**src/rtl/proc_pkg.sv**
```systemverilog
// -----------------------------------------------------------------------------
// proc_pkg
// Shared encodings for the TinyRV1 pipeline control unit.
//   - RV32 opcode / funct3 / funct7 constants for the decoded subset
//   - pc_sel, byp_sel, alu_fn, imm_type and operand-select encodings
//   - dec_ctl_t : control bundle produced by proc_decode for the D stage
//   - x_ctl_t / m_ctl_t / w_ctl_t : per-stage pipeline control registers
//   - byp_select : bypass source chooser shared by both operands
// -----------------------------------------------------------------------------
package proc_pkg;

   localparam logic [6:0] OPC_OP     = 7'b0110011;
   localparam logic [6:0] OPC_OPIMM  = 7'b0010011;
   localparam logic [6:0] OPC_LOAD   = 7'b0000011;
   localparam logic [6:0] OPC_STORE  = 7'b0100011;
   localparam logic [6:0] OPC_JAL    = 7'b1101111;
   localparam logic [6:0] OPC_JALR   = 7'b1100111;
   localparam logic [6:0] OPC_BRANCH = 7'b1100011;

   localparam logic [2:0] F3_ADD  = 3'b000;
   localparam logic [2:0] F3_LW   = 3'b010;
   localparam logic [2:0] F3_SW   = 3'b010;
   localparam logic [2:0] F3_JALR = 3'b000;
   localparam logic [2:0] F3_BNE  = 3'b001;

   localparam logic [6:0] F7_ADD = 7'b0000000;
   localparam logic [6:0] F7_MUL = 7'b0000001;

   localparam logic [1:0] PC_SEL_PLUS4 = 2'd0;
   localparam logic [1:0] PC_SEL_JAL   = 2'd1;
   localparam logic [1:0] PC_SEL_JR    = 2'd2;
   localparam logic [1:0] PC_SEL_BR    = 2'd3;

   localparam logic [1:0] BYP_RF = 2'd0;
   localparam logic [1:0] BYP_X  = 2'd1;
   localparam logic [1:0] BYP_M  = 2'd2;
   localparam logic [1:0] BYP_W  = 2'd3;

   localparam logic [1:0] ALU_ADD = 2'd0;
   localparam logic [1:0] ALU_EQ  = 2'd1;

   localparam logic [1:0] IMM_I = 2'd0;
   localparam logic [1:0] IMM_S = 2'd1;
   localparam logic [1:0] IMM_B = 2'd2;
   localparam logic [1:0] IMM_J = 2'd3;

   localparam logic OP1_RS1 = 1'b0;
   localparam logic OP1_PC  = 1'b1;
   localparam logic OP2_RS2 = 1'b0;
   localparam logic OP2_IMM = 1'b1;

   localparam logic RES_ALU = 1'b0;
   localparam logic RES_MUL = 1'b1;
   localparam logic WB_RES  = 1'b0;
   localparam logic WB_LOAD = 1'b1;

   typedef struct packed {
      logic [4:0] rs1;
      logic [4:0] rs2;
      logic [4:0] rd;
      logic       rs1_used;
      logic       rs2_used;
      logic       rf_wen;
      logic       is_load;
      logic       is_store;
      logic       is_bne;
      logic       is_jal;
      logic       is_jr;
      logic       op1_sel;
      logic       op2_sel;
      logic [1:0] imm_type;
      logic [1:0] alu_fn;
      logic       result_sel;
      logic       wb_sel;
   } dec_ctl_t;

   typedef struct packed {
      logic       valid;
      logic [4:0] rd;
      logic       rf_wen;
      logic       is_load;
      logic       is_store;
      logic       is_bne;
      logic [1:0] alu_fn;
      logic       result_sel;
      logic       wb_sel;
   } x_ctl_t;

   // M and W keep only the fields still consulted at or after that stage.
   typedef struct packed {
      logic       valid;
      logic [4:0] rd;
      logic       rf_wen;
      logic       is_load;
      logic       is_store;
      logic       is_bne;
      logic       wb_sel;
   } m_ctl_t;

   typedef struct packed {
      logic       valid;
      logic [4:0] rd;
      logic       rf_wen;
      logic       is_store;
      logic       is_bne;
   } w_ctl_t;

   // Youngest in-flight writer wins; x0 always reads the register file.
   function automatic logic [1:0] byp_select(
      input logic [4:0] rs,
      input logic       wr_x, input logic [4:0] rd_x,
      input logic       wr_m, input logic [4:0] rd_m,
      input logic       wr_w, input logic [4:0] rd_w
   );
      logic [1:0] sel;
      sel = BYP_RF;
      if (rs != 5'd0) begin
         if (wr_x && rd_x == rs)      sel = BYP_X;
         else if (wr_m && rd_m == rs) sel = BYP_M;
         else if (wr_w && rd_w == rs) sel = BYP_W;
      end
      return sel;
   endfunction

endpackage

```
**src/rtl/proc_decode.sv**
```systemverilog
// -----------------------------------------------------------------------------
// proc_decode
// Purely combinational TinyRV1 decoder: ADD, ADDI, MUL, LW, SW, JAL, JR, BNE.
// Anything else decodes to an all-zero bundle, i.e. a NOP that writes nothing
// and makes no memory request.
//   inst : input  [31:0] raw instruction from the F/D register
//   ctl  : output dec_ctl_t control bundle for the D stage
// -----------------------------------------------------------------------------
module proc_decode
   import proc_pkg::*;
(
   input  logic [31:0] inst,
   output dec_ctl_t    ctl
);

   logic [6:0] opcode;
   logic [2:0] funct3;
   logic [6:0] funct7;

   assign opcode = inst[6:0];
   assign funct3 = inst[14:12];
   assign funct7 = inst[31:25];

   // Start from the NOP bundle, then light up the fields each legal
   // instruction needs. Register fields are always passed through; the
   // *_used flags say whether the hazard logic should care about them.
   always_comb begin
      ctl     = '0;
      ctl.rs1 = inst[19:15];
      ctl.rs2 = inst[24:20];
      ctl.rd  = inst[11:7];
      unique case (opcode)
         OPC_OP: begin
            if (funct3 == F3_ADD && funct7 == F7_ADD) begin
               ctl.rs1_used = 1'b1;
               ctl.rs2_used = 1'b1;
               ctl.rf_wen   = 1'b1;
            end else if (funct3 == F3_ADD && funct7 == F7_MUL) begin
               ctl.rs1_used   = 1'b1;
               ctl.rs2_used   = 1'b1;
               ctl.rf_wen     = 1'b1;
               ctl.result_sel = RES_MUL;
            end
         end
         OPC_OPIMM: begin
            if (funct3 == F3_ADD) begin
               ctl.rs1_used = 1'b1;
               ctl.rf_wen   = 1'b1;
               ctl.op2_sel  = OP2_IMM;
               ctl.imm_type = IMM_I;
            end
         end
         OPC_LOAD: begin
            if (funct3 == F3_LW) begin
               ctl.rs1_used = 1'b1;
               ctl.rf_wen   = 1'b1;
               ctl.is_load  = 1'b1;
               ctl.op2_sel  = OP2_IMM;
               ctl.imm_type = IMM_I;
               ctl.wb_sel   = WB_LOAD;
            end
         end
         OPC_STORE: begin
            if (funct3 == F3_SW) begin
               ctl.rs1_used = 1'b1;
               ctl.rs2_used = 1'b1;
               ctl.is_store = 1'b1;
               ctl.op2_sel  = OP2_IMM;
               ctl.imm_type = IMM_S;
            end
         end
         OPC_JAL: begin
            ctl.rf_wen   = 1'b1;
            ctl.is_jal   = 1'b1;
            ctl.op1_sel  = OP1_PC;
            ctl.op2_sel  = OP2_IMM;
            ctl.imm_type = IMM_J;
         end
         OPC_JALR: begin
            if (funct3 == F3_JALR) begin
               ctl.rs1_used = 1'b1;
               ctl.is_jr    = 1'b1;
               ctl.imm_type = IMM_I;
            end
         end
         OPC_BRANCH: begin
            if (funct3 == F3_BNE) begin
               ctl.rs1_used = 1'b1;
               ctl.rs2_used = 1'b1;
               ctl.is_bne   = 1'b1;
               ctl.alu_fn   = ALU_EQ;
               ctl.imm_type = IMM_B;
            end
         end
         default: ctl.rd = inst[11:7];
      endcase
   end

endmodule

```
**src/rtl/proc_ctrl.sv**
```systemverilog
// -----------------------------------------------------------------------------
// proc_ctrl
// Control unit for a 5-stage (F D X M W) TinyRV1 pipeline. Decodes the F/D
// instruction, tracks D/X/M/W control state, and produces bypass, stall,
// squash and redirect controls for the datapath.
//   clk, rst                 : clock, synchronous active-high reset
//   d2c_inst, d2c_eq         : F/D instruction, ALU equality of X instruction
//   c2d_reg_en_F/_D          : PC and F/D register enables
//   c2d_pc_sel_F             : next-PC select
//   c2d_op*_byp_sel_D        : operand bypass selects
//   c2d_op*_sel_D, imm_type  : operand / immediate selects
//   c2d_alu_fn_X, result_sel : X-stage function and result select
//   c2d_wb_sel_M, dmemreq_*  : M-stage writeback select and memory request
//   c2d_rf_wen_W, rf_waddr_W : register file write port
//   c2d_imemreq_val          : instruction fetch request valid
// -----------------------------------------------------------------------------
module proc_ctrl
   import proc_pkg::*;
(
   input  logic        clk,
   input  logic        rst,
   input  logic [31:0] d2c_inst,
   input  logic        d2c_eq,
   output logic        c2d_reg_en_F,
   output logic        c2d_reg_en_D,
   output logic [1:0]  c2d_pc_sel_F,
   output logic [1:0]  c2d_op1_byp_sel_D,
   output logic [1:0]  c2d_op2_byp_sel_D,
   output logic        c2d_op1_sel_D,
   output logic        c2d_op2_sel_D,
   output logic [1:0]  c2d_imm_type_D,
   output logic [1:0]  c2d_alu_fn_X,
   output logic        c2d_result_sel_X,
   output logic        c2d_wb_sel_M,
   output logic        c2d_dmemreq_val_M,
   output logic        c2d_dmemreq_type_M,
   output logic        c2d_rf_wen_W,
   output logic [4:0]  c2d_rf_waddr_W,
   output logic        c2d_imemreq_val
);

   dec_ctl_t dec_D;
   logic     val_D;
   x_ctl_t   ctl_X;
   x_ctl_t   next_X;
   m_ctl_t   ctl_M;
   w_ctl_t   ctl_W;
   logic     load_use_D;
   logic     bne_taken_X;
   logic     jump_D;
   logic     stall_D;
   logic     squash_F;

   proc_decode u_decode (
      .inst (d2c_inst),
      .ctl  (dec_D)
   );

   // Hazard detection. A taken BNE in X outranks everything in D: the D
   // instruction is squashed anyway, so neither its jump nor its load-use
   // stall may take effect that cycle.
   always_comb begin
      bne_taken_X = ctl_X.valid & ctl_X.is_bne & ~d2c_eq;
      jump_D      = val_D & (dec_D.is_jal | dec_D.is_jr);
      load_use_D  = val_D & ctl_X.valid & ctl_X.is_load & (ctl_X.rd != 5'd0) &
                    ((dec_D.rs1_used & (dec_D.rs1 == ctl_X.rd)) |
                     (dec_D.rs2_used & (dec_D.rs2 == ctl_X.rd)));
      stall_D     = load_use_D & ~bne_taken_X;
      squash_F    = bne_taken_X | (jump_D & ~stall_D);
   end

   // Build the next X entry: a bubble whenever D is empty, stalled, or being
   // squashed by a taken branch.
   always_comb begin
      next_X = '0;
      if (val_D && !stall_D && !bne_taken_X) begin
         next_X.valid      = 1'b1;
         next_X.rd         = dec_D.rd;
         next_X.rf_wen     = dec_D.rf_wen;
         next_X.is_load    = dec_D.is_load;
         next_X.is_store   = dec_D.is_store;
         next_X.is_bne     = dec_D.is_bne;
         next_X.alu_fn     = dec_D.alu_fn;
         next_X.result_sel = dec_D.result_sel;
         next_X.wb_sel     = dec_D.wb_sel;
      end
   end

   // Pipeline registers. X->M->W always advance; only D holds during a
   // load-use stall. Reset wipes every stage so nothing in flight can write
   // the register file or touch memory after the reset edge.
   always_ff @(posedge clk) begin
      if (rst) begin
         val_D <= 1'b0;
         ctl_X <= '0;
         ctl_M <= '0;
         ctl_W <= '0;
      end else begin
         if (!stall_D) begin
            val_D <= ~squash_F;
         end
         ctl_X <= next_X;
         ctl_M <= '{valid: ctl_X.valid, rd: ctl_X.rd, rf_wen: ctl_X.rf_wen,
                    is_load: ctl_X.is_load, is_store: ctl_X.is_store,
                    is_bne: ctl_X.is_bne, wb_sel: ctl_X.wb_sel};
         ctl_W <= '{valid: ctl_M.valid, rd: ctl_M.rd, rf_wen: ctl_M.rf_wen,
                    is_store: ctl_M.is_store, is_bne: ctl_M.is_bne};
      end
   end

   // Output drive. While reset is held every control is forced quiet except
   // the two register enables, which stay open so the front end can reload.
   always_comb begin
      c2d_reg_en_F       = 1'b1;
      c2d_reg_en_D       = 1'b1;
      c2d_pc_sel_F       = PC_SEL_PLUS4;
      c2d_op1_byp_sel_D  = BYP_RF;
      c2d_op2_byp_sel_D  = BYP_RF;
      c2d_op1_sel_D      = OP1_RS1;
      c2d_op2_sel_D      = OP2_RS2;
      c2d_imm_type_D     = IMM_I;
      c2d_alu_fn_X       = ALU_ADD;
      c2d_result_sel_X   = RES_ALU;
      c2d_wb_sel_M       = WB_RES;
      c2d_dmemreq_val_M  = 1'b0;
      c2d_dmemreq_type_M = 1'b0;
      c2d_rf_wen_W       = 1'b0;
      c2d_rf_waddr_W     = 5'd0;
      c2d_imemreq_val    = 1'b0;
      if (!rst) begin
         c2d_reg_en_F = ~stall_D;
         c2d_reg_en_D = ~stall_D;
         if (bne_taken_X) begin
            c2d_pc_sel_F = PC_SEL_BR;
         end else if (jump_D && !stall_D) begin
            c2d_pc_sel_F = dec_D.is_jal ? PC_SEL_JAL : PC_SEL_JR;
         end
         c2d_op1_byp_sel_D  = byp_select(dec_D.rs1,
                                 ctl_X.valid & ctl_X.rf_wen, ctl_X.rd,
                                 ctl_M.valid & ctl_M.rf_wen, ctl_M.rd,
                                 ctl_W.valid & ctl_W.rf_wen, ctl_W.rd);
         c2d_op2_byp_sel_D  = byp_select(dec_D.rs2,
                                 ctl_X.valid & ctl_X.rf_wen, ctl_X.rd,
                                 ctl_M.valid & ctl_M.rf_wen, ctl_M.rd,
                                 ctl_W.valid & ctl_W.rf_wen, ctl_W.rd);
         c2d_op1_sel_D      = dec_D.op1_sel;
         c2d_op2_sel_D      = dec_D.op2_sel;
         c2d_imm_type_D     = dec_D.imm_type;
         c2d_alu_fn_X       = ctl_X.alu_fn;
         c2d_result_sel_X   = ctl_X.result_sel;
         c2d_wb_sel_M       = ctl_M.wb_sel;
         c2d_dmemreq_val_M  = ctl_M.valid & (ctl_M.is_load | ctl_M.is_store);
         c2d_dmemreq_type_M = ctl_M.is_store;
         c2d_rf_wen_W       = ctl_W.valid & ctl_W.rf_wen & (ctl_W.rd != 5'd0) &
                              ~ctl_W.is_store & ~ctl_W.is_bne;
         c2d_rf_waddr_W     = ctl_W.rd;
         c2d_imemreq_val    = 1'b1;
      end
   end

endmodule
```
**config.mk**
```make
export PLATFORM = sky130hd
export DESIGN_NAME = proc_ctrl
export DESIGN_NICKNAME = d
export VERILOG_FILES = /design/src/rtl/proc_pkg.sv /design/src/rtl/proc_decode.sv /design/src/rtl/proc_ctrl.sv
export SDC_FILE = /design/constraint.sdc
export NUM_CORES = 1
export LEC_CHECK = 0
export ABC_AREA = 1
export ABC_CLOCK_PERIOD_IN_PS = 1390
export BUFFER_PORTS_ARGS = -buffer_cell sky130_fd_sc_hd__buf_2
export CORE_ASPECT_RATIO = 1.4
export CORE_MARGIN = 1.5
export CORE_UTILIZATION = 45
export CTS_CLUSTER_SIZE = 28
export DETAILED_ROUTE_END_ITERATION = 16
export PLACE_DENSITY_LB_ADDON = 0.25
export SLEW_MARGIN = 20
export SYNTH_ARGS = -nofsm -noshare
export SYNTH_HDL_FRONTEND = slang
export SYNTH_SLANG_ARGS = --single-unit
export TNS_END_PERCENT = 30
```
**constraint.sdc**
```tcl
create_clock -name clk -period 1.39 [get_ports clk]
set_clock_uncertainty 0.15 [all_clocks]
set_input_delay 0 -clock clk [delete_from_list [all_inputs] [get_ports clk]]
set_output_delay 0 -clock clk [all_outputs]
set_load 0.01 [all_outputs]
```
==> results of run 1 <==
registers in the layout, summed over array words and instances, names as in the netlist:
name	flops
ctl_M	10
ctl_W	9
val_D	1
ctl_X	11
critical path, stage by stage (launching register included):
cell and delay, ns:
dfxtp_2 0.36, inv_2 0.06, nand2_2 0.05, nand2_2 0.07, nor2_4 0.12, nand2_1 0.08, nor2_2 0.15, nand2_1 0.08
nand2_2 0.09, nand3_1 0.14, buf_2 0.18
cells by family (layout without fill, tap and decap cells):
| logic type | Yosys count | in the layout | synth area share (%) |
|---|---|---|---|
| xor gates and xnor gates | 11 | 11 | 5.20 |
| AOI/OAI and AO/OA | 23 | 23 | 8.24 |
| DFF | 31 | 31 | 33.5 |
| other | 1 | 1 | 0.202 |
| and+or+nand+nor | 162 | 162 | 39.2 |
| buffers and inverters | 61 | 154 | 13.7 |
placed cells by master, fill, tap and decap left out, types with 2 or more instances in the layout:
cell type	netlist	layout
inv_1	49	44
a211oi_1	2	2
a21oi_1	9	8
nor2_1	55	52
xor2_1	4	4
nand2_2	1	7
inv_2	5	10
buf_4	2	25
nand3_1	16	12
buf_2	1	58
xnor2_1	7	5
nand3_2	0	4
nand4_1	4	4
nor3_1	8	6
nor2_2	13	14
nor3_2	1	3
dfxtp_1	31	23
xnor2_2	0	2
dlygate4sd3_1	0	8
o22ai_1	4	4
o21ai_0	2	2
nand2_1	57	51
clkbuf_8	0	6
dfxtp_2	0	7
nor2_4	0	2
o2111ai_1	2	2
final cells by class:
class,instances,area (um^2)
inverters,54,203
multi-input cells,197,1060
repair buffers,92,571
clock buffers,6,82.6
well taps,43,53.8
fillers,351,1310
clock inverters,2,35.0
flip-flops and latches,31,633
metal layers:
layer	wire length, um	part of all wire (%)
met5	0	0
met1	1810	36
met4	187	3.7
met3	259	5.2
met2	2730	55
power by group through the flow:
| stage | clock (mW) | combinational [mW] | sequential [mW] |
|---|---|---|---|
| 2_1_floorplan | 0 | 0.159 | 0.940 |
| 3_3_place_gp | 0 | 0.275 | 0.942 |
| 3_5_place_dp | 0 | 0.279 | 0.943 |
| 4_1_cts | 0.917 | 0.312 | 0.923 |
| 5_1_grt | 0.955 | 0.368 | 0.924 |
| 6_report | 0.916 | 0.330 | 0.923 |
metrics by stage:
stage	utilization, %	area (um^2)	setup slack, ns	std cells
floorplan	-	1870	-0.0688	289
global placement	58.5	2310	-0.138	403
detailed placement	58.5	2310	-0.167	403
CTS	65.2	2580	-0.374	422
global route	66.8	2640	-0.596	425
finish	66.8	2640	-0.406	425
final timing paths:
path | startpoint | end | slack, ns
hold reg to reg | ctl_X[5] | ctl_M[2] | 0.25
setup / recovery | ctl_X[9] | c2d_reg_en_F | -0.41
hold / removal | d2c_inst[14] | ctl_X[2] | 0.02
setup reg to reg | ctl_X[9] | ctl_X[5] | -0.33
repair_timing:
item                                    4_1_cts  5_1_grt
gates cloned                                  0        0
endpoints found under the hold margin        14        0
hold buffers                                  9        0
pin swaps                                     9       10
endpoints found under the setup margin       21       23
gates resized for setup                      14       12
setup buffers                                 2        3
==> results.sh, run 1 <==
export IMPL_status="complete, but fails checks"
export IMPL_violations="negative setup slack"
export IMPL_dp_hpwl_um=3640
export IMPL_rsz0062_at_grt="yes"
export IMPL_diodes=0
export IMPL_port_buffers=58
export IMPL_die_y_um=78.9
export IMPL_leakage_nw=1.31
export IMPL_cts_sinks=31
export IMPL_crit_required_ns=1.24
export IMPL_vias=2119
export IMPL_cts_buffer_depth=2
export IMPL_setup_tns_ns=-6.79
export IMPL_max_cap_violations=0
export IMPL_whs_ns=0.0150
export IMPL_numCtsBuffers=5
export IMPL_synth_most_common_cell="nand2_1"
export IMPL_end_kind="primary output"
export IMPL_cts_tree="built"
export IMPL_p_int_mw=1.63
export IMPL_drc=0
export IMPL_gp_routability_congestion=0.939
export IMPL_hp_class="in -> reg"
export IMPL_synth_cell_type_count=34
export IMPL_worstSetupPathType="reg -> out"
export IMPL_synth_common_cells="nand2_1 (57), nor2_1 (55), inv_1 (49)"
export IMPL_dr_first_iter_drc_count=84
export IMPL_async_reset_ff_share_pct=0
export IMPL_fin_crit_sh_pct=129
export IMPL_synthDominantCellAreaShare_pct=33.5
export IMPL_ir_drop_uv=605
export IMPL_wl_um=4990
export IMPL_synth_cell_area_um2=1850
export IMPL_switchingPower_mw=0.539
export IMPL_clock_latency_ns=0.29
export IMPL_nNetsFinal=416
export IMPL_cp_max_fo=3
export IMPL_combinationalPowerShare_pct=15.2
export IMPL_max_freq_mhz=557
export IMPL_grt_ovfl_total=0
export IMPL_worstHoldPathCells=5
export IMPL_antenna_left=0
export IMPL_power_density_nw_per_um2=821
export IMPL_layout_drive_gt1_share_pct=38.5
export IMPL_p_sw_share_pct=24.8
export IMPL_avgViaCountPerCell=4.99
export IMPL_grt_pass1_vias=2018
export IMPL_setup_viol=21
export IMPL_grt_max_degree=17
export IMPL_synth_seq_cells=31
export IMPL_r2r_cells=12
export IMPL_synth_area_leaders="dfxtp_1 (33%), nand2_1 (12%), nor2_1 (11%)"
export IMPL_grt_use_met2_pct=45.2
export IMPL_cts_root_buf="clkbuf_8"
export IMPL_syn_area_per_cell_um2=6.41
export IMPL_arrival_ns=1.65
export IMPL_fp_dieW_um=57.2
export IMPL_finalHoldViolations=0
export IMPL_p_seq_share_pct=42.5
export IMPL_met1_usage_pct=21.7
export IMPL_period_needed_ns=1.80
export IMPL_synth_nets=324
export IMPL_num_rows=27
export IMPL_synth_ff_type="dfxtp_1"
export IMPL_start_kind="flip-flop"
export IMPL_p_clk_share_pct=42.2
export IMPL_grt_use_met3_pct=3.58
export IMPL_synth_edf_count=0
export IMPL_start_util_pct=46.9
export IMPL_yosysTopAreaCell="dfxtp_1"
export IMPL_layout_setup_ws_ns=-0.406
export IMPL_drt_pass1_iter_count=4
export IMPL_grt_busiest_layer="met2"
export IMPL_clk_pin_slew_worst_paths_ns=0.07
export IMPL_ys_warn_count=0
export IMPL_die_area_um2=4520
export IMPL_core_area_um2=3950
export IMPL_antenna_found_initial=0
export IMPL_grt_use_total_pct=22.7
export IMPL_power_mw=2.17
export IMPL_ios=60
export IMPL_drt_wirelength_per_cell_um=11.7
export IMPL_htreeDepth=2
export IMPL_finalMaxSlewViolations=0
export IMPL_grt_first_pass_wirelength_um=8120
export IMPL_syn2layout_area_growth_pct=42.5
export IMPL_synth_cells=289
export IMPL_synth_seq_area_share_pct=33.5
Power figures use the tool's default switching activity.
==> run 2: changes to the inputs <==
--- a/config.mk
+++ b/config.mk
@@ -10,10 +10,11 @@
 export BUFFER_PORTS_ARGS = -buffer_cell sky130_fd_sc_hd__buf_2
 export CORE_ASPECT_RATIO = 1.4
 export CORE_MARGIN = 1.5
-export CORE_UTILIZATION = 45
+export CORE_UTILIZATION = 46
 export CTS_CLUSTER_SIZE = 28
 export DETAILED_ROUTE_END_ITERATION = 16
 export PLACE_DENSITY_LB_ADDON = 0.25
+export SKIP_LAST_GASP = 1
 export SLEW_MARGIN = 20
 export SYNTH_ARGS = -nofsm -noshare
 export SYNTH_HDL_FRONTEND = slang
==> results.sh, run 2 (synthesis gave the netlist of run 1 again) <==
export IMPL_status="complete, but fails checks"
export IMPL_violations="negative setup slack"
export IMPL_die_y_um=78.1
export IMPL_drt_pass1_iter_count=4
export IMPL_max_freq_mhz=573
export IMPL_top_register="ctl_X"
export IMPL_cts_buffer_depth=2
export IMPL_grt_ovfl_total=0
export IMPL_antenna_left=0
export IMPL_clk_pin_slew_worst_paths_ns=0.06
export IMPL_r2r_cells=13
export IMPL_final_cell_mix="buf_2 (58), nand2_1 (55), nor2_1 (52)"
export IMPL_avgViaCountPerCell=4.79
export IMPL_port_buffers=58
export IMPL_timing_rr_end="ctl_X[7]"
export IMPL_grt_max_degree=14
export IMPL_start_kind="flip-flop"
export IMPL_numCtsBuffers=5
export IMPL_layout_setup_ws_ns=-0.356
export IMPL_gp_routability_congestion=0.925
export IMPL_drc=0
export IMPL_hp_class="in -> reg"
export IMPL_ir_drop_uv=799
export IMPL_grt_use_total_pct=23.3
export IMPL_ios=60
export IMPL_r2r_start="ctl_X[11]"
export IMPL_arrival_ns=1.60
export IMPL_vias=2046
export IMPL_clock_latency_ns=0.28
export IMPL_nNetsFinal=418
export IMPL_grt_first_pass_wirelength_um=8000
export IMPL_dp_hpwl_um=3770
export IMPL_core_area_um2=3880
export IMPL_fp_dieW_um=56.6
export IMPL_layout_commonest_cell="buf_2"
export IMPL_reg2reg_slack_ns=-0.35
export IMPL_setup_tns_ns=-6.36
export IMPL_cts_root_buf="clkbuf_8"
export IMPL_place_ws_ns=-0.170
export IMPL_period_needed_ns=1.75
export IMPL_end_kind="primary output"
export IMPL_fin_crit_sh_pct=126
export IMPL_largest_reg_flops=11
export IMPL_finalMaxSlewViolations=0
export IMPL_num_rows=27
export IMPL_startpoint="ctl_X[11]"
export IMPL_cp_max_fo=4
export IMPL_power_density_nw_per_um2=740
export IMPL_max_cap_violations=0
export IMPL_rsz0062_at_grt="yes"
export IMPL_finalHoldViolations=0
export IMPL_crit_required_ns=1.24
export IMPL_htreeDepth=2
export IMPL_antenna_found_initial=0
export IMPL_drt_wirelength_per_cell_um=11.0
export IMPL_top_regs="ctl_X x11, ctl_M x10, ctl_W x9"
export IMPL_wl_um=4690
export IMPL_endpoint="c2d_pc_sel_F[1]"
export IMPL_cts_sinks=31
export IMPL_grt_pass1_vias=1975
export IMPL_dr_first_iter_drc_count=70
export IMPL_finish_utilization_pct=66.3
export IMPL_cts_tree="built"
export IMPL_syn2layout_area_growth_pct=39.0
export IMPL_die_area_um2=4420
export IMPL_layout_drive_gt1_share_pct=34.9
export IMPL_worstSetupPathType="reg -> out"
export IMPL_setup_viol=21
export IMPL_start_util_pct=47.7
export IMPL_diodes=0
export IMPL_leakage_nw=1.28
## run 2: cell types whose count changed in the layout (fill, tap and decap cells not counted), sizes merged
cell,before,now
bufinv,1,0
nand3,17,18
clkbuf,6,5
dlygate4sd3,8,9
clkinv,1,3
dlymetal6s4s,1,0
buf,83,84
## run 2: stage by stage
step	hold WS [ns]	power [mW]	instance area, um^2	std cells
6_report	0.0330	1.91	2570	427
3_5_place_dp	0.0772	1.23	2320	404
4_1_cts	0.0311	1.91	2550	425
3_3_place_gp	0.0756	1.22	2320	404
5_1_grt	0.0520	2.00	2570	427
2_1_floorplan	-0.0310	1.10	1870	289
## run 2: power by group
| group | internal [mW] | switching, mW |
|---|---|---|
| clock | 0.341 | 0.327 |
| sequential | 0.905 | 0.0167 |
| combinational | 0.142 | 0.173 |
| total | 1.39 | 0.517 |
## run 2: layout make-up
cell class | instances | area, um^2
Clock inverter | 3 | 15.0
Tap cell | 43 | 53.8
Multi-Input combinational cell | 198 | 1020
Clock buffer | 5 | 68.8
Sequential cell | 31 | 633
Fill cell | 355 | 1310
Inverter | 54 | 203
Timing Repair Buffer | 93 | 583
## run 2: timing repair
item                                    4_1_cts  5_1_grt
pin swaps                                     9        2
hold endpoints to repair                     11        0
gates resized for setup                       9        2
cloned                                        0        1
setup buffers                                 4        1
hold buffers                                  9        0
endpoints found under the setup margin       21       23
## run 2: worst min path at each step
stage	startpoint	end	slack, ns	cells past startpoint
4_1_cts	d2c_inst[14]	ctl_X[2]	0.03	5
3_3_place_gp	d2c_inst[10]	ctl_X[11]	0.08	3
3_5_place_dp	d2c_inst[10]	ctl_X[11]	0.08	3
5_1_grt	d2c_inst[14]	ctl_X[2]	0.05	5
6_report	d2c_inst[14]	ctl_X[2]	0.03	5
2_1_floorplan	d2c_inst[9]	ctl_X[10]	-0.03	2
## run 2: metal layers
| layer | global-route usage, % | part of all wire (%) |
|---|---|---|
| met5 | 0 | 0 |
| met4 | 11.4 | 3.1 |
| met3 | 3.62 | 5.0 |
| met2 | 44.1 | 54 |
| met1 | 24.1 | 38 |
## run 2: worst max-delay path, cell delays in order (launching register included)
cell and delay (ns):
dfxtp_2 0.34, buf_6 0.12, nand2_2 0.05, nand2_2 0.05, nor2_2 0.10, inv_1 0.06
nor2_2 0.12, nand2_1 0.07, nand2_2 0.08, nand2_4 0.06, nand4_1 0.07, nand2_1 0.06
buf_2 0.13
==> run 3: changes to the inputs <==
--- a/config.mk
+++ b/config.mk
@@ -7,12 +7,12 @@
 export LEC_CHECK = 0
 export ABC_AREA = 1
 export ABC_CLOCK_PERIOD_IN_PS = 1390
-export BUFFER_PORTS_ARGS = -buffer_cell sky130_fd_sc_hd__buf_2
 export CORE_ASPECT_RATIO = 1.4
 export CORE_MARGIN = 1.5
-export CORE_UTILIZATION = 46
+export CORE_UTILIZATION = 56
 export CTS_CLUSTER_SIZE = 28
 export DETAILED_ROUTE_END_ITERATION = 16
+export DONT_BUFFER_PORTS = 1
 export PLACE_DENSITY_LB_ADDON = 0.25
 export SKIP_LAST_GASP = 1
 export SLEW_MARGIN = 20
==> results.sh, run 3 (synthesis gave the netlist of run 1 again) <==
export IMPL_wl_um=4970
export IMPL_cts_buffer_depth=2
export IMPL_cp_max_fo=4
export IMPL_place_area_um2=1990
export IMPL_grt_use_total_pct=27.7
export IMPL_r2r_start="ctl_X[9]"
export IMPL_p_sw_share_pct=23.0
export IMPL_reg2reg_slack_ns=-0.36
export IMPL_start_util_pct=59.3
export IMPL_place_ws_ns=-0.172
export IMPL_die_y_um=71.1
export IMPL_dp_hpwl_um=3380
export IMPL_final_cell_area_um2=2390
export IMPL_top_regs="ctl_X x11, ctl_M x10, ctl_W x9"
export IMPL_worstSetupPathType="reg -> out"
export IMPL_gp_routability_congestion=0.902
export IMPL_layout_setup_ws_ns=-0.427
export IMPL_worstHoldPathCells=6
export IMPL_layout_commonest_cell="nor2_1"
export IMPL_num_rows=24
export IMPL_grt_first_pass_wirelength_um=7600
export IMPL_layout_drive_gt1_share_pct=26.0
export IMPL_port_buffers=0
export IMPL_power_density_nw_per_um2=865
export IMPL_ios=60
export IMPL_worst_slew_pin_slew_ns=0.733
export IMPL_core_area_um2=3120
export IMPL_timing_rr_end="ctl_X[11]"
export IMPL_fin_crit_sh_pct=131
export IMPL_start_kind="flip-flop"
export IMPL_antenna_found_initial=0
export IMPL_setup_viol=22
export IMPL_hold_path_end="val_D"
export IMPL_fillers=240
export IMPL_numCtsBuffers=5
export IMPL_combinationalPowerShare_pct=12.3
export IMPL_drt_pass1_iter_count=4
export IMPL_max_cap_violations=0
export IMPL_ir_drop_uv=1010
export IMPL_cts_sinks=31
export IMPL_switchingPower_mw=0.476
export IMPL_whs_ns=-0.00421
export IMPL_top_register="ctl_X"
export IMPL_hp_class="in -> reg"
export IMPL_grt_ovfl_total=0
export IMPL_cts_root_buf="clkbuf_8"
export IMPL_cts_tree="built"
export IMPL_die_area_um2=3670
export IMPL_grt_pass1_vias=1858
export IMPL_largest_reg_flops=11
export IMPL_violations="negative hold slack, negative setup slack"
export IMPL_end_kind="primary output"
export IMPL_syn2layout_area_growth_pct=29.2
export IMPL_nNetsFinal=361
export IMPL_r2r_cells=12
export IMPL_period_needed_ns=1.82
export IMPL_status="complete, but fails checks"
export IMPL_finalHoldViolations=2
export IMPL_setup_tns_ns=-7.25
export IMPL_hp_start="d2c_inst[13]"
export IMPL_avgViaCountPerCell=5.27
export IMPL_diodes=0
export IMPL_arrival_ns=1.67
export IMPL_drt_wirelength_per_cell_um=13.6
export IMPL_final_cell_mix="nor2_1 (53), nand2_1 (50), inv_1 (43)"
export IMPL_rsz0062_at_grt="yes"
export IMPL_p_int_mw=1.59
export IMPL_leakage_nw=1.04
export IMPL_max_freq_mhz=550
export IMPL_p_clk_share_pct=43.1
export IMPL_drc=0
export IMPL_antenna_left=0
export IMPL_vias=1928
export IMPL_fp_dieW_um=51.6
export IMPL_htreeDepth=2
export IMPL_finalMaxSlewViolations=0
export IMPL_clock_latency_ns=0.28
export IMPL_crit_required_ns=1.24
export IMPL_relSlewSlack_pct=50.5
export IMPL_grt_max_degree=19
export IMPL_p_seq_share_pct=44.6
export IMPL_clk_pin_slew_worst_paths_ns=0.07
export IMPL_dr_first_iter_drc_count=45
==> run 3: cell count changes in the layout (fill, tap and decap cells not counted), sizes merged <==
cell	change
clkinv	-2
bufinv	+1
dlygate4sd3	+3
buf	-60
clkbuf	+1
==> run 3: timing repair <==
action | CTS | global route
pin swaps | 14 | 8
buffers inserted | 3 | 4
endpoints found under the hold margin | 44 | 0
cloned | 0 | 1
hold buffers | 13 | 0
setup endpoints to repair | 21 | 23
resized for setup | 18 | 8
==> run 3: layer usage <==
layer	global-route usage [%]	wire (um)
met5	0	0
met4	9.06	112
met3	4.64	282
met2	56.4	2770
met1	26.3	1800
==> run 3: worst max path at each step <==
stage | start | endpoint | slack [ns] | cells after the start
3_3_place_gp | ctl_X[9] | ctl_X[5] | -0.15 | 11
2_1_floorplan | ctl_X[9] | ctl_X[7] | -0.07 | 12
6_report | ctl_X[9] | c2d_pc_sel_F[1] | -0.43 | 12
4_1_cts | ctl_X[8] | c2d_pc_sel_F[1] | -0.40 | 12
5_1_grt | ctl_X[9] | c2d_pc_sel_F[1] | -0.51 | 12
3_5_place_dp | ctl_X[9] | ctl_X[5] | -0.17 | 11
==> run 3: power groups by stage <==
stage	clock, mW	combinational [mW]	sequential (mW)
6_report	0.892	0.255	0.923
5_1_grt	0.952	0.280	0.925
4_1_cts	0.906	0.230	0.924
3_5_place_dp	0	0.180	0.943
3_3_place_gp	0	0.177	0.943
2_1_floorplan	0	0.159	0.940
==> run 3: per-stage QoR <==
stage	power, mW	util, %	hold WS, ns	instances
after floorplan	1.10	-	-0.0310	289
after global placement	1.12	63.6	-0.0986	337
after detailed placement	1.12	63.6	-0.0991	337
after CTS	2.06	74.6	-0.0112	361
after global routing	2.16	76.6	0.0107	366
final	2.07	76.6	-0.00421	366
==> run 3: final cells by class <==
| class | instances | area (um^2) | area share (%) |
|---|---|---|---|
| Sequential cell | 31 | 632 | 26.4 |
| Timing Repair Buffer | 36 | 317 | 13.2 |
| Tap cell | 39 | 48.8 | 2.04 |
| Inverter | 54 | 203 | 8.47 |
| Multi-Input combinational cell | 198 | 1080 | 45.0 |
| Clock inverter | 2 | 35.0 | 1.46 |
| Clock buffer | 6 | 82.6 | 3.45 |
==> run 3: worst max-delay path: stages, from the launching register on <==
cell and delay [ns]:
dfxtp_2 0.35, inv_2 0.06, nand2_2 0.07, nand2_2 0.08, nor2_4 0.14, nand2_2 0.06, nor2_2 0.14, nand2_1 0.07
nand2_2 0.09, nand2_4 0.05, buf_6 0.11, nand4_1 0.07, nand2_2 0.08
